### config.mk
export PLATFORM = sky130hd
export DESIGN_NAME = display_pwr_seq
export DESIGN_NICKNAME = d
export VERILOG_FILES = /design/src/rtl/display_pwr_seq.sv
export SDC_FILE = /design/constraint.sdc
export NUM_CORES = 1
export LEC_CHECK = 0
export CELL_PAD_IN_SITES_DETAIL_PLACEMENT = 0
export CELL_PAD_IN_SITES_GLOBAL_PLACEMENT = 1
export CORE_UTILIZATION = 43
export DETAILED_ROUTE_END_ITERATION = 10
export PLACE_DENSITY_LB_ADDON = 0.1
export SETUP_SLACK_MARGIN = 0.1
export SLEW_MARGIN = 20
export SYNTH_ARGS = -nofsm -noshare
export SYNTH_HDL_FRONTEND = slang
export SYNTH_SLANG_ARGS = --single-unit
### constraint.sdc
create_clock -name clk_sys -period 2.8 [get_ports clk_sys]
set_input_delay 0.56 -clock clk_sys [delete_from_list [all_inputs] [get_ports clk_sys]]
set_output_delay 0.56 -clock clk_sys [all_outputs]
set_load 0.02 [all_outputs]
### src/rtl/display_pwr_seq.sv
// display_pwr_seq: orders PLL enable, lock settle, pixel-clock gate and pixel reset for the display path.
// Optional feature macro: DISP_SEQ_AUTO_RETRY_EN (automatic relock retries before entering ERROR).
module display_pwr_seq #(
  parameter int LOCK_TIMEOUT    = 1024,
  parameter int SETTLE_CYCLES   = 16,
  parameter int RST_HOLD_CYCLES = 8,
  parameter int CNT_W           = 16,
  parameter int MAX_RETRY       = 3
) (
  input  logic       clk_sys,
  input  logic       rst,
  input  logic       en_req,
  input  logic       err_clr,
  input  logic       clk_locked,
  output logic       pll_en,
  output logic       pix_clk_gate,
  output logic       pix_rst,
  output logic       disp_ready,
  output logic       seq_busy,
  output logic       err_timeout,
  output logic       err_lock_lost,
  output logic [2:0] seq_state,
  output logic [1:0] retry_cnt
);

  typedef enum logic [2:0] {
    S_OFF      = 3'd0,
    S_PLL_WAIT = 3'd1,
    S_SETTLE   = 3'd2,
    S_CLK_ON   = 3'd3,
    S_RUN      = 3'd4,
    S_SHUTDOWN = 3'd5,
    S_ERROR    = 3'd7
  } state_t;

`ifdef DISP_SEQ_AUTO_RETRY_EN
  localparam bit AUTO_RETRY = 1'b1;
`else
  localparam bit AUTO_RETRY = 1'b0;
`endif

  localparam logic [CNT_W-1:0] CNT_ZERO     = {CNT_W{1'b0}};
  localparam logic [CNT_W-1:0] TIMEOUT_LAST = CNT_W'(LOCK_TIMEOUT - 1);
  localparam logic [CNT_W-1:0] SETTLE_LAST  = CNT_W'(SETTLE_CYCLES - 1);
  localparam logic [CNT_W-1:0] HOLD_LAST    = CNT_W'(RST_HOLD_CYCLES - 1);
  localparam logic [1:0]       RETRY_LIMIT  = 2'(MAX_RETRY);

  state_t           state, state_nxt;
  logic [CNT_W-1:0] cnt, cnt_nxt;
  logic             relock, relock_nxt;
  logic             err_timeout_nxt, err_lock_lost_nxt;
  logic [1:0]       retry, retry_nxt, retry_base;
  logic             locked_meta, locked_s;

  // {pll_en, pix_clk_gate, pix_rst} for each state
  function automatic logic [2:0] path_outputs(input state_t s);
    case (s)
      S_PLL_WAIT, S_SETTLE: return 3'b101;
      S_CLK_ON, S_SHUTDOWN: return 3'b111;
      S_RUN:                return 3'b110;
      default:              return 3'b001;
    endcase
  endfunction

  function automatic logic [CNT_W-1:0] sat_inc(input logic [CNT_W-1:0] v);
    return (v == {CNT_W{1'b1}}) ? v : v + CNT_W'(1);
  endfunction

  // Two-flop synchronizer for the asynchronous PLL lock.
  always_ff @(posedge clk_sys or posedge rst) begin
    if (rst) begin
      locked_meta <= 1'b0;
      locked_s    <= 1'b0;
    end else begin
      locked_meta <= clk_locked;
      locked_s    <= locked_meta;
    end
  end

  // Next-state, counter, retry and sticky-flag logic; err_clr acts before any fault raised this cycle.
  always_comb begin
    state_nxt         = state;
    cnt_nxt           = cnt;
    relock_nxt        = relock;
    retry_base        = err_clr ? 2'd0 : retry;
    retry_nxt         = retry_base;
    err_timeout_nxt   = err_clr ? 1'b0 : err_timeout;
    err_lock_lost_nxt = err_clr ? 1'b0 : err_lock_lost;
    case (state)
      S_OFF: begin
        cnt_nxt = CNT_ZERO;
        if (en_req && !err_timeout && !err_lock_lost) begin
          state_nxt = S_PLL_WAIT;
        end else begin
          state_nxt = S_OFF;
        end
      end
      S_PLL_WAIT: begin
        if (!en_req) begin
          state_nxt = S_SHUTDOWN; cnt_nxt = CNT_ZERO; relock_nxt = 1'b0;
        end else if (locked_s) begin
          state_nxt = S_SETTLE; cnt_nxt = CNT_ZERO;
        end else if (cnt == TIMEOUT_LAST) begin
          cnt_nxt = CNT_ZERO;
          if (AUTO_RETRY && (retry_base != RETRY_LIMIT)) begin
            state_nxt = S_SHUTDOWN; relock_nxt = 1'b1; retry_nxt = retry_base + 2'd1;
          end else begin
            state_nxt = S_ERROR; err_timeout_nxt = 1'b1;
          end
        end else begin
          cnt_nxt = sat_inc(cnt);
        end
      end
      S_SETTLE: begin
        if (!en_req) begin
          state_nxt = S_SHUTDOWN; cnt_nxt = CNT_ZERO; relock_nxt = 1'b0;
        end else if (!locked_s) begin
          state_nxt = S_PLL_WAIT; cnt_nxt = CNT_ZERO;
        end else if (cnt == SETTLE_LAST) begin
          state_nxt = S_CLK_ON; cnt_nxt = CNT_ZERO;
        end else begin
          cnt_nxt = sat_inc(cnt);
        end
      end
      S_CLK_ON: begin
        if (!en_req) begin
          state_nxt = S_SHUTDOWN; cnt_nxt = CNT_ZERO; relock_nxt = 1'b0;
        end else if (!locked_s) begin
          state_nxt = S_SHUTDOWN; cnt_nxt = CNT_ZERO; relock_nxt = 1'b1;
        end else if (cnt == HOLD_LAST) begin
          state_nxt = S_RUN; cnt_nxt = CNT_ZERO; retry_nxt = 2'd0;
        end else begin
          cnt_nxt = sat_inc(cnt);
        end
      end
      S_RUN: begin
        cnt_nxt = CNT_ZERO;
        if (!en_req) begin
          state_nxt = S_SHUTDOWN; relock_nxt = 1'b0;
        end else if (!locked_s) begin
          if (AUTO_RETRY && (retry_base != RETRY_LIMIT)) begin
            state_nxt = S_SHUTDOWN; relock_nxt = 1'b1; retry_nxt = retry_base + 2'd1;
          end else begin
            state_nxt = S_ERROR; err_lock_lost_nxt = 1'b1;
          end
        end else begin
          state_nxt = S_RUN;
        end
      end
      S_SHUTDOWN: begin
        if (cnt == HOLD_LAST) begin
          state_nxt  = (relock && en_req) ? S_PLL_WAIT : S_OFF;
          cnt_nxt    = CNT_ZERO;
          relock_nxt = 1'b0;
        end else begin
          cnt_nxt = sat_inc(cnt);
        end
      end
      S_ERROR: begin
        cnt_nxt = CNT_ZERO;
        if (err_clr) begin
          state_nxt = S_OFF;
        end else begin
          state_nxt = S_ERROR;
        end
      end
      default: begin
        state_nxt = S_OFF; cnt_nxt = CNT_ZERO; relock_nxt = 1'b0;
      end
    endcase
  end

  // State, counters, sticky flags and Moore outputs registered from the next state.
  always_ff @(posedge clk_sys or posedge rst) begin
    if (rst) begin
      state         <= S_OFF;
      cnt           <= CNT_ZERO;
      relock        <= 1'b0;
      retry         <= 2'd0;
      err_timeout   <= 1'b0;
      err_lock_lost <= 1'b0;
      pll_en        <= 1'b0;
      pix_clk_gate  <= 1'b0;
      pix_rst       <= 1'b1;
      disp_ready    <= 1'b0;
      seq_busy      <= 1'b0;
    end else begin
      state         <= state_nxt;
      cnt           <= cnt_nxt;
      relock        <= relock_nxt;
      retry         <= retry_nxt;
      err_timeout   <= err_timeout_nxt;
      err_lock_lost <= err_lock_lost_nxt;
      {pll_en, pix_clk_gate, pix_rst} <= path_outputs(state_nxt);
      disp_ready    <= (state_nxt == S_RUN);
      seq_busy      <= state_nxt inside {S_PLL_WAIT, S_SETTLE, S_CLK_ON, S_SHUTDOWN};
    end
  end

  assign seq_state = state;
  assign retry_cnt = retry;

endmodule

==> metrics.txt <==
WL/cell 13.9 µm; Setup-failing EPs final 0; cells along the critical path ha_1 -> nand3_1 -> nor4_1 -> nand2b_1 -> nor2b_1 -> xnor2_1 -> nor2_1; Port Buf Inserts 16; RR Startpoint cnt[0]; top post-synthesis cells by area dfrtp_1, nor2_1, xor2_1; largest area contributor in the netlist dfrtp_1; worst path bufs/invs 0; Yosys cell types between 40 and 50; Setup CP Type flop to flop; router iterations before antenna repair 4; Seq/Total Area, Yosys 45.4%; commonest non-fill, non-tap cell in the layout dfrtp_1; depth of the CTS H-tree 2; clk root buf clkbuf_8; num ports 17; share of the synthesized area in the top cell type 43.8%; Pint between 0.001 and 0.0015 W; die area 4240 µm²; Net Switching 0.000665 W; Clock Latency Late Sink 280 ps; Nets 210; first-pass GRT wire length around 6.1 mm; Iter 0 DRT Violations 122; Max Buffers Root-to-Sink 2; #FFs+latches synth 31; RSZ-0062 raised after global routing false; WP data required 2970 ps; clk_skew 7.61 ps; Worst Setup EP cnt[5]; EDFF count, synth 0; Post-CTS Hold Buffers 0; CTS Buf Count 5; DPL Wire Length 2.48 mm; RR Endpoint cnt[5]; Power Density 872 nW/µm²; Yosys warning total 0; sequential power share 36.0%; status complete, no violations; Worst path depth 7; DRC 0; starting density of the core about 46%; min-delay src locked_meta; slowest stage delay, CP 570 ps; post-DR vias/cell 5.58; Remaining Overflow, GRT 0; Area after DPL 1930 µm²; Setup TNS 0 ps; Worst setup startpoint cnt[0]; Antenna Violating Nets Remaining 0; fraction of layout cells with a size suffix above 1 11.8%; Setup crit start kind flop; initial antenna violation count 0; Post-Route WL approximately 3.5 mm; Slew HR 63.0%; Reg2Reg Depth 7; ys async rst share 100%; VDD IR-drop max 506 µV; Post-Syn Area per Cell 9.36 µm²; diode count 0; CP Max Fanout 12; minimum clock period between 2000 and 2500 ps; vias in the first global route 1298; maxcap violations 0; CP top delay family simple AND/OR/NAND/NOR gates; Comb pwr share 38.4%; Syn Nets 190; R2R Setup Slk 420 ps; row cnt 22; Clock Sinks 31; die width 65.1 µm; GR Util All Layers 18.7%; core area 3740 µm²; Top FF cell, synth dfrtp_1; via count ~1.4k; Final Hold Viols 0; Clock transition at path regs 70 ps; Post-CTS Setup Repair Bufs 0; Pins Over Slew Limit 0; post-CTS sizing 0; synthesized cell area ~1700 µm²; most frequent cells in the layout dfrtp_1, nor2_1, clkdlybuf4s50_1, nand2_1; Die Height 65.1 µm; Critical Path AT 2540 ps; area delta synth->final 19.7%; clock network fraction of total power ~26%; Syn Inst Count 183; Peak Freq 421 MHz; Worst Setup End Kind flop; CTS tree done; largest net degree at the start of global routing 32; Worst-Margin Slew 550 ps; post-route cell area a little over 2000 µm²; worst min path class flop to flop; sw frac 37.2%; Routability Congestion approximately 0.86; Leakage approximately 0.85 nW; Final Cycle Share 84.9%; Worst path slowest cell nor4_1
==> metal layers <==
layer,GRT usage (%),wire [µm],vias to the layer above
met5,0,0,-
met4,7.07,48,0
met3,3.99,201,6
met2,27.2,1530,39
met1,27.2,1720,671
li1,-,-,691
==> sequential cells by signal, indices dropped and copies added, names as in the netlist <==
register       cells
locked_meta        1
pix_rst            1
err_lock_lost      1
relock             1
seq_busy           1
seq_state          3
disp_ready         1
retry_cnt          2
pll_en             1
cnt               16
pix_clk_gate       1
err_timeout        1
locked_s           1
==> power groups by stage <==
stage	logic (W)	registers (W)	clock network (W)
finish	0.000686	0.000644	0.000458
floorplan	0.000432	0.000662	0
detailed placement	0.000694	0.000651	0
global placement	0.000688	0.000649	0
CTS	0.000696	0.000645	0.000467
global route	0.000760	0.000664	0.000482
==> worst register-to-register path: cells and delay by family, from the launching register on <==
| family | cells | cell delay (ps) |
|---|---|---|
| simple gates | 5 | 1500 |
| xor+xnor | 1 | 150 |
| flops | 1 | 430 |
| fa+ha+maj | 1 | 190 |
==> synthesized netlist by cell type (3+ instances only) <==
master and number:
a21oi_1 9, and3_1 3, clkbuf_1 4, dfrtp_1 30, inv_1 9, nand2_1 11
nand2b_1 3, nand3_1 8, nand4_1 8, nor2_1 21, nor2b_1 5, nor3_1 7
nor3b_1 3, nor4_1 3, o21ai_0 9, xnor2_1 4, xor2_1 7
==> stage by stage <==
stage / utilization [%] / worst slack [ps] / hold WS, ps / power [W] / std cells
2_1_floorplan: - / 697 / 331 / 0.00109 / 183
3_3_place_gp: 51.6 / 321 / 335 / 0.00134 / 244
3_5_place_dp: 51.6 / 263 / 346 / 0.00134 / 244
4_1_cts: 54.8 / 439 / 357 / 0.00181 / 252
5_1_grt: 54.8 / 187 / 386 / 0.00191 / 252
6_report: 54.8 / 422 / 354 / 0.00179 / 252
==> worst min-delay path by stage <==
stage	to	slack (ps)	cells past startpoint
global route	locked_s	390	0
finish	locked_s	350	0
global placement	locked_s	340	0
CTS	locked_s	360	0
floorplan	locked_s	330	0
detailed placement	locked_s	350	0
==> logic make-up (layout without fill, tap and decap cells) <==
| group | after synthesis | in the layout | synth area share (%) |
|---|---|---|---|
| compound gates | 30 | 30 | 11.0 |
| fa+ha+maj | 2 | 2 | 1.46 |
| xor+xnor | 11 | 11 | 5.62 |
| mux | 2 | 2 | 1.17 |
| buf+inv | 16 | 37 | 3.72 |
| simple gates | 91 | 91 | 31.6 |
| flops | 31 | 31 | 45.4 |
==> cell type report <==
type | instances | area (µm²)
clock inverter | 2 | 35.0
sequential | 31 | 777
multi-input combinational | 136 | 872
fill | 364 | 1690
timing repair buffer | 20 | 190
clock buffer | 6 | 82.6
tap | 48 | 60.1
inverter | 9 | 33.8
Note: power is estimated with default switching activity, not from simulation.
